==> config.mk <==
export PLATFORM = sky130hd
export DESIGN_NAME = layer_sequencer
export DESIGN_NICKNAME = d
export VERILOG_FILES = /design/src/rtl/layer_sequencer_pkg.sv /design/src/rtl/layer_desc_fifo.sv /design/src/rtl/layer_sequencer.sv
export SDC_FILE = /design/constraint.sdc
export NUM_CORES = 1
export LEC_CHECK = 0
export BUFFER_PORTS_ARGS = -buffer_cell sky130_fd_sc_hd__buf_2
export CORE_ASPECT_RATIO = 0.7
export CORE_MARGIN = 1.5
export CORE_UTILIZATION = 39
export DETAILED_ROUTE_END_ITERATION = 7
export MAX_ROUTING_LAYER = met4
export SLEW_MARGIN = 15
export SYNTH_ARGS = -nofsm -noshare
export SYNTH_HDL_FRONTEND = slang
export SYNTH_SLANG_ARGS = --single-unit
==> constraint.sdc <==
create_clock -name clk -period 3.5 [get_ports clk]
set_input_delay 0.875 -clock clk [delete_from_list [all_inputs] [get_ports clk]]
set_output_delay 0.875 -clock clk [all_outputs]
set_load 0.005 [all_outputs]
==> src/rtl/layer_sequencer_pkg.sv <==
// Shared definitions for the layer sequencer: compute-select encodings,
// descriptor type enum, FSM state enum, buffer-mode constants and small
// decode helpers used by the sequencer top and its descriptor FIFO.
package layer_sequencer_pkg;

    localparam logic [2:0] COMP_IDLE  = 3'b000;
    localparam logic [2:0] COMP_CONV  = 3'b001;
    localparam logic [2:0] COMP_DENSE = 3'b010;
    localparam logic [2:0] COMP_POOL  = 3'b011;

    // {dense, ping}: idle mode has BUF1 driving the PE array
    localparam logic [1:0] MODE_IDLE = 2'b01;

    typedef enum logic [1:0] {
        CFG_INVALID = 2'b00,
        CFG_CONV    = 2'b01,
        CFG_DENSE   = 2'b10,
        CFG_POOL    = 2'b11
    } cfg_type_e;

    typedef enum logic [2:0] {
        ST_IDLE  = 3'd0,
        ST_LOAD  = 3'd1,
        ST_START = 3'd2,
        ST_RUN   = 3'd3,
        ST_DRAIN = 3'd4
    } state_e;

    typedef struct packed {
        cfg_type_e ltype;
        logic      last;
    } layer_desc_t;

    function automatic logic [2:0] type_to_comp(input cfg_type_e t);
        case (t)
            CFG_CONV:  return COMP_CONV;
            CFG_DENSE: return COMP_DENSE;
            CFG_POOL:  return COMP_POOL;
            default:   return COMP_IDLE;
        endcase
    endfunction

    // Engine start/done bit order is {pool, dense, conv}
    function automatic logic [2:0] type_to_onehot(input cfg_type_e t);
        case (t)
            CFG_CONV:  return 3'b001;
            CFG_DENSE: return 3'b010;
            CFG_POOL:  return 3'b100;
            default:   return 3'b000;
        endcase
    endfunction

endpackage

==> src/rtl/layer_desc_fifo.sv <==
// Synchronous FIFO holding layer descriptors.
// Ports: clk/rst_n, push_i + wdata_i (write), pop_i (read request),
// rdata_o (head entry, valid while !empty_o), empty_o, ready_o (accepts a
// push this cycle: not full, or full with a simultaneous pop).
module layer_desc_fifo #(
    parameter int DEPTH = 4,
    parameter int WIDTH = 3
) (
    input  logic             clk,
    input  logic             rst_n,
    input  logic             push_i,
    input  logic [WIDTH-1:0] wdata_i,
    input  logic             pop_i,
    output logic [WIDTH-1:0] rdata_o,
    output logic             empty_o,
    output logic             ready_o
);

    localparam int AW = (DEPTH > 1) ? $clog2(DEPTH) : 1;
    localparam logic [AW:0] FULL_CNT = (AW+1)'(DEPTH);

    logic [WIDTH-1:0] mem_q [DEPTH];
    logic [AW-1:0]    wr_ptr_q, rd_ptr_q;
    logic [AW:0]      count_q, count_d;
    logic             full, pop_ok, push_ok;

    assign full    = (count_q == FULL_CNT);
    assign empty_o = (count_q == '0);
    assign pop_ok  = pop_i && !empty_o;
    // A pop frees the slot in the same cycle, so a full FIFO can still take a push
    assign ready_o = !full || pop_ok;
    assign push_ok = push_i && ready_o;
    assign rdata_o = mem_q[rd_ptr_q];

    always_comb begin
        count_d = count_q;
        if (push_ok && !pop_ok) count_d = count_q + (AW+1)'(1);
        if (!push_ok && pop_ok) count_d = count_q - (AW+1)'(1);
    end

    always_ff @(posedge clk or negedge rst_n) begin
        if (!rst_n) begin
            wr_ptr_q <= '0;
            rd_ptr_q <= '0;
            count_q  <= '0;
        end else begin
            count_q <= count_d;
            if (push_ok) wr_ptr_q <= wr_ptr_q + AW'(1);
            if (pop_ok)  rd_ptr_q <= rd_ptr_q + AW'(1);
        end
    end

    always_ff @(posedge clk) begin
        if (push_ok) mem_q[wr_ptr_q] <= wdata_i;
    end

endmodule

==> src/rtl/layer_sequencer.sv <==
// Layer sequencer: queues layer descriptors and walks them through the
// CONV/DENSE/POOL engines, steering the buffer/PE-array mux and ping-pong.
// Ports: cfg_valid/cfg_ready/cfg_type/cfg_last (descriptor push),
// run_start (begin network), comp_sel/aybz_azby (mux control),
// eng_start/eng_done (one-hot engine handshake {pool,dense,conv}),
// busy, net_done, layer_cnt, err (status).
//
// state | meaning
// IDLE  | waiting for run_start, mux parked
// LOAD  | pop next descriptor (waits while queue empty)
// START | comp_sel already set; issue engine start pulse
// RUN   | engine working, wait for its done bit
// DRAIN | hold mux DRAIN_CYC cycles, then count layer and swap ping
module layer_sequencer
    import layer_sequencer_pkg::*;
#(
    parameter int QDEPTH    = 4,
    parameter int DRAIN_CYC = 2
) (
    input  logic       clk,
    input  logic       rst_n,
    input  logic       cfg_valid,
    output logic       cfg_ready,
    input  logic [1:0] cfg_type,
    input  logic       cfg_last,
    input  logic       run_start,
    output logic [2:0] comp_sel,
    output logic [1:0] aybz_azby,
    output logic [2:0] eng_start,
    input  logic [2:0] eng_done,
    output logic       busy,
    output logic       net_done,
    output logic [7:0] layer_cnt,
    output logic       err
);

    state_e      state_q;
    layer_desc_t cur_desc_q, head_desc, push_desc;
    logic        ping_q;
    logic [3:0]  drain_cnt_q;
    logic [2:0]  comp_sel_q, eng_start_q;
    logic [1:0]  aybz_q;
    logic        busy_q, net_done_q, err_q;
    logic [7:0]  layer_cnt_q;
    logic        fifo_empty, fifo_pop;
    logic [2:0]  cur_onehot;

    assign push_desc  = '{ltype: cfg_type_e'(cfg_type), last: cfg_last};
    assign fifo_pop   = (state_q == ST_LOAD) && !fifo_empty;
    assign cur_onehot = type_to_onehot(cur_desc_q.ltype);

    layer_desc_fifo #(
        .DEPTH(QDEPTH),
        .WIDTH($bits(layer_desc_t))
    ) u_fifo (
        .clk     (clk),
        .rst_n   (rst_n),
        .push_i  (cfg_valid),
        .wdata_i (push_desc),
        .pop_i   (fifo_pop),
        .rdata_o (head_desc),
        .empty_o (fifo_empty),
        .ready_o (cfg_ready)
    );

    always_ff @(posedge clk or negedge rst_n) begin
        if (!rst_n) begin
            state_q     <= ST_IDLE;
            cur_desc_q  <= '{ltype: CFG_INVALID, last: 1'b0};
            ping_q      <= 1'b1;
            drain_cnt_q <= '0;
            comp_sel_q  <= COMP_IDLE;
            aybz_q      <= MODE_IDLE;
            eng_start_q <= '0;
            busy_q      <= 1'b0;
            net_done_q  <= 1'b0;
            layer_cnt_q <= '0;
            err_q       <= 1'b0;
        end else begin
            net_done_q  <= 1'b0;
            eng_start_q <= '0;
            case (state_q)
                ST_IDLE: begin
                    if (run_start) begin
                        state_q     <= ST_LOAD;
                        ping_q      <= 1'b1;
                        layer_cnt_q <= '0;
                        err_q       <= 1'b0;
                        busy_q      <= 1'b1;
                    end
                end
                ST_LOAD: begin
                    if (!fifo_empty) begin
                        cur_desc_q <= head_desc;
                        if (head_desc.ltype == CFG_INVALID) begin
                            err_q <= 1'b1;
                            if (head_desc.last) begin
                                state_q    <= ST_IDLE;
                                net_done_q <= 1'b1;
                                busy_q     <= 1'b0;
                            end
                        end else begin
                            comp_sel_q <= type_to_comp(head_desc.ltype);
                            aybz_q     <= {head_desc.ltype == CFG_DENSE, ping_q};
                            state_q    <= ST_START;
                        end
                    end
                end
                ST_START: begin
                    eng_start_q <= cur_onehot;
                    state_q     <= ST_RUN;
                end
                ST_RUN: begin
                    // A done coinciding with the start pulse cannot belong to this layer
                    if (eng_start_q == 3'b000) begin
                        if ((eng_done & ~cur_onehot) != 3'b000) err_q <= 1'b1;
                        if ((eng_done & cur_onehot) != 3'b000) begin
                            state_q     <= ST_DRAIN;
                            drain_cnt_q <= 4'(DRAIN_CYC - 1);
                        end
                    end
                end
                ST_DRAIN: begin
                    if (drain_cnt_q == 4'd0) begin
                        layer_cnt_q <= layer_cnt_q + 8'd1;
                        // Dense reads and writes the same buffer, so no ping-pong swap
                        if (cur_desc_q.ltype != CFG_DENSE) ping_q <= ~ping_q;
                        comp_sel_q <= COMP_IDLE;
                        aybz_q     <= MODE_IDLE;
                        if (cur_desc_q.last) begin
                            state_q    <= ST_IDLE;
                            net_done_q <= 1'b1;
                            busy_q     <= 1'b0;
                        end else begin
                            state_q <= ST_LOAD;
                        end
                    end else begin
                        drain_cnt_q <= drain_cnt_q - 4'd1;
                    end
                end
                default: state_q <= ST_IDLE;
            endcase
        end
    end

    assign comp_sel  = comp_sel_q;
    assign aybz_azby = aybz_q;
    assign eng_start = eng_start_q;
    assign busy      = busy_q;
    assign net_done  = net_done_q;
    assign layer_cnt = layer_cnt_q;
    assign err       = err_q;

endmodule

==> results_dict.tcl <==
set metrics [dict create \
    synth_top_area_cell "dfrtp_1" \
    ys_types 57 \
    io-pin-count 30 \
    rows 23 \
    grtUsageTotal 0.170 \
    final_cells 313 \
    status "complete, no violations" \
    antenna_found_initial 0 \
    clkPwrFrac 0.278 \
    p_leak_uw 0.00118 \
    syn_nets 229 \
    wl_per_cell_um 15.4 \
    cts_tree "built" \
    clock_latency_ns 0.31 \
    setup_viol 0 \
    dpl.cell_count 305 \
    yosysSeqAreaShare 0.527 \
    max-vdd-ir-drop_v 0.000241 \
    cts_resized 0 \
    syn-instance-count 212 \
    yosysTopAreaCellShare 0.355 \
    final_common_cell "dfrtp_1" \
    drc 0 \
    hold_path_class "flip-flop to flip-flop" \
    clockRootBuffer "clkbuf_8" \
    switchingPower_uw 351 \
    layout_setup_ws_ns 0.911 \
    fmax_mhz 386 \
    grt_remaining_overflow 0 \
    initial_core_util 0.411 \
    synth-async-reset-ratio 0.750 \
    path_max_fanout 13 \
    drt_iter0_drc 75 \
    reg2reg_slack_ns 1.12 \
    skew_ns 0.0108 \
    die_height_um 68.6 \
    post-cts-setup-buffer-count 0 \
    port_buffers 28 \
    dp_worst_setup_slack_ns 1.13 \
    power_uw 1210 \
    coreArea_um2 5840 \
    holdBufCountCts 0 \
    dieWidth_um 96.7 \
    relSlewSlack 0.469 \
    vias 1636 \
    routabilityCongestion 0.792 \
    power_density_nw_per_um2 455 \
    cts_buffer_depth 2 \
    critPathKind "flip-flop to output pin" \
    ys_dominant_reg_cell "dfrtp_1" \
    tns_ns 0 \
    final_cell_mix "34 x dfrtp_1, 28 x buf_2, 15 x nor2_1" \
    clkTransAtPathRegs_ns 0.10 \
    numCtsBuffers 5 \
    synth_area_leaders "dfrtp_1 35%, edfxtp_1 15%, ha_1 3.1%" \
    fin_area_um2 2670 \
    wl_mm 4.84 \
    combPwrFrac 0.169 \
    syn2layout_area_growth_pct 11.2 \
    finalHoldViolations 0 \
    grt_pass1_vias 1630 \
    antennaDiodeCount 0 \
    yosys_warnings 0 \
    grt_pass1_wl_mm 8.29 \
    viasPerCell 5.23 \
    dr.pass1.iters 4 \
    finalCritPeriodShare 0.740 \
    drv_cap 0 \
    p_int_uw 862 \
    drive_gt1_frac 0.210 \
    layout_min_cycle_time_ns 2.59 \
    synth_area_um2 2400 \
    layout.nets 254 \
    clock-sinks 48 \
    ys_seq_elements 48 \
    rsz0062_at_grt "no" \
    worst_pin_slew_ns 0.797 \
    synth_edf_count 12 \
    critPathArrivalTime_ns 1.71 \
    place_area_um2 2580 \
    p_seq_frac 0.553 \
    start_kind "flip-flop" \
    avgSynthCellArea_um2 11.3 \
    ant_nets 0 \
    crit_required_ns 2.62 \
    end_kind "output pin" \
    h-tree-depth 2 \
    die_area_um2 6640 \
    hpwlAfterDp_mm 3.57 \
    p_sw_frac 0.289 \
    slew_viol_final 0 \
    grt_max_degree 37 \
]
==> cells in the mapped netlist (all sizes together) (2+ instances only) <==
library cell  count
a211oi            2
or2               2
buf               9
nand2            11
clkbuf            4
o22ai             2
xor2              4
a21oi            10
mux4              3
a31oi             2
and2              4
o221ai            2
dfstp             2
a21o              3
o31ai             2
nor2b             3
or3               4
and3              8
nand3             4
o21ai             7
dfrtp            34
ha                6
mux2i             5
o211ai            3
inv              12
xnor2             5
nand2b            3
o2111ai           3
nor3              4
nor3b             3
or4               3
nor2             15
edfxtp           12
==> logic make-up after synthesis <==
group                    after synthesis  synth area share
AO/OA/AOI/OAI                         44             0.134
XOR/XNOR                               9            0.0329
adder cells (fa/ha/maj)                7            0.0396
buffers and inverters                 25            0.0501
flip-flops                            48             0.527
multiplexers                           9            0.0537
other                                  1           0.00156
AND/OR/NAND/NOR                       69             0.161
==> worst max-delay path: stages (launching register included) <==
cell and delay [ns]:
dfrtp_1 0.59, nor3b_2 0.16, or4_1 0.49, buf_2 0.16
==> sequential cells by signal (all words and copies together) (netlist names) <==
| name | cells |
|---|---|
| u_fifo.mem_q | 12 |
| layer_cnt | 8 |
| eng_start | 3 |
| state_q | 3 |
| drain_cnt_q | 4 |
| busy | 1 |
| u_fifo.rd_ptr_q | 2 |
| aybz_azby | 2 |
| cur_desc_q | 3 |
| ping_q | 1 |
| comp_sel | 2 |
| u_fifo.count_q | 3 |
| u_fifo.wr_ptr_q | 2 |
| err | 1 |
| net_done | 1 |
==> power by group through the flow <==
stage                     Combinational [µW]  Clock (µW)  Sequential (µW)
after floorplan                          152           0              673
after global placement                   204           0              680
after detailed placement                 205           0              681
after CTS                                208         349              671
after global routing                     229         375              677
final                                    205         337              670
==> path summary, 6_finish.rpt <==
kind	start	end	cells past startpoint
max	state_q[2]$_DFFE_PN0P_	cfg_ready	3
min	comp_sel[0]$_DFFE_PN0P_	comp_sel[0]$_DFFE_PN0P_	1
max reg2reg	state_q[1]$_DFFE_PN0P_	u_fifo.count_q[2]$_DFFE_PN0P_	6
min reg2reg	comp_sel[0]$_DFFE_PN0P_	comp_sel[0]$_DFFE_PN0P_	1
max in group asynchronous	rst_n	u_fifo.wr_ptr_q[1]$_DFFE_PN0P_	1
min in group asynchronous	rst_n	comp_sel[0]$_DFFE_PN0P_	1
==> final cells by class <==
| type | instances | area [µm²] |
|---|---|---|
| sequential | 48 | 1260 |
| timing repair buffer | 31 | 163 |
| inverter | 12 | 45.0 |
| tap | 75 | 93.8 |
| clock buffer | 5 | 68.8 |
| multi-input combinational | 139 | 1010 |
| clock inverter | 3 | 17.5 |
| fill | 556 | 3180 |
==> per-stage QoR <==
step / util / hold slack, ns
6_report: 0.456 / 0.503
2_1_floorplan: - / 0.464
4_1_cts: 0.456 / 0.507
3_3_place_gp: 0.442 / 0.487
5_1_grt: 0.456 / 0.542
3_5_place_dp: 0.442 / 0.486
==> per-layer routing <==
layer | GRT usage | share of wire | routed length, µm
met5 | - | 0 | 0
met1 | 0.245 | 0.55 | 2660
met4 | 0.0652 | 0.015 | 73
met2 | 0.226 | 0.37 | 1790
met3 | 0.0454 | 0.065 | 316
No activity file was read; power rests on OpenSTA's default activity.
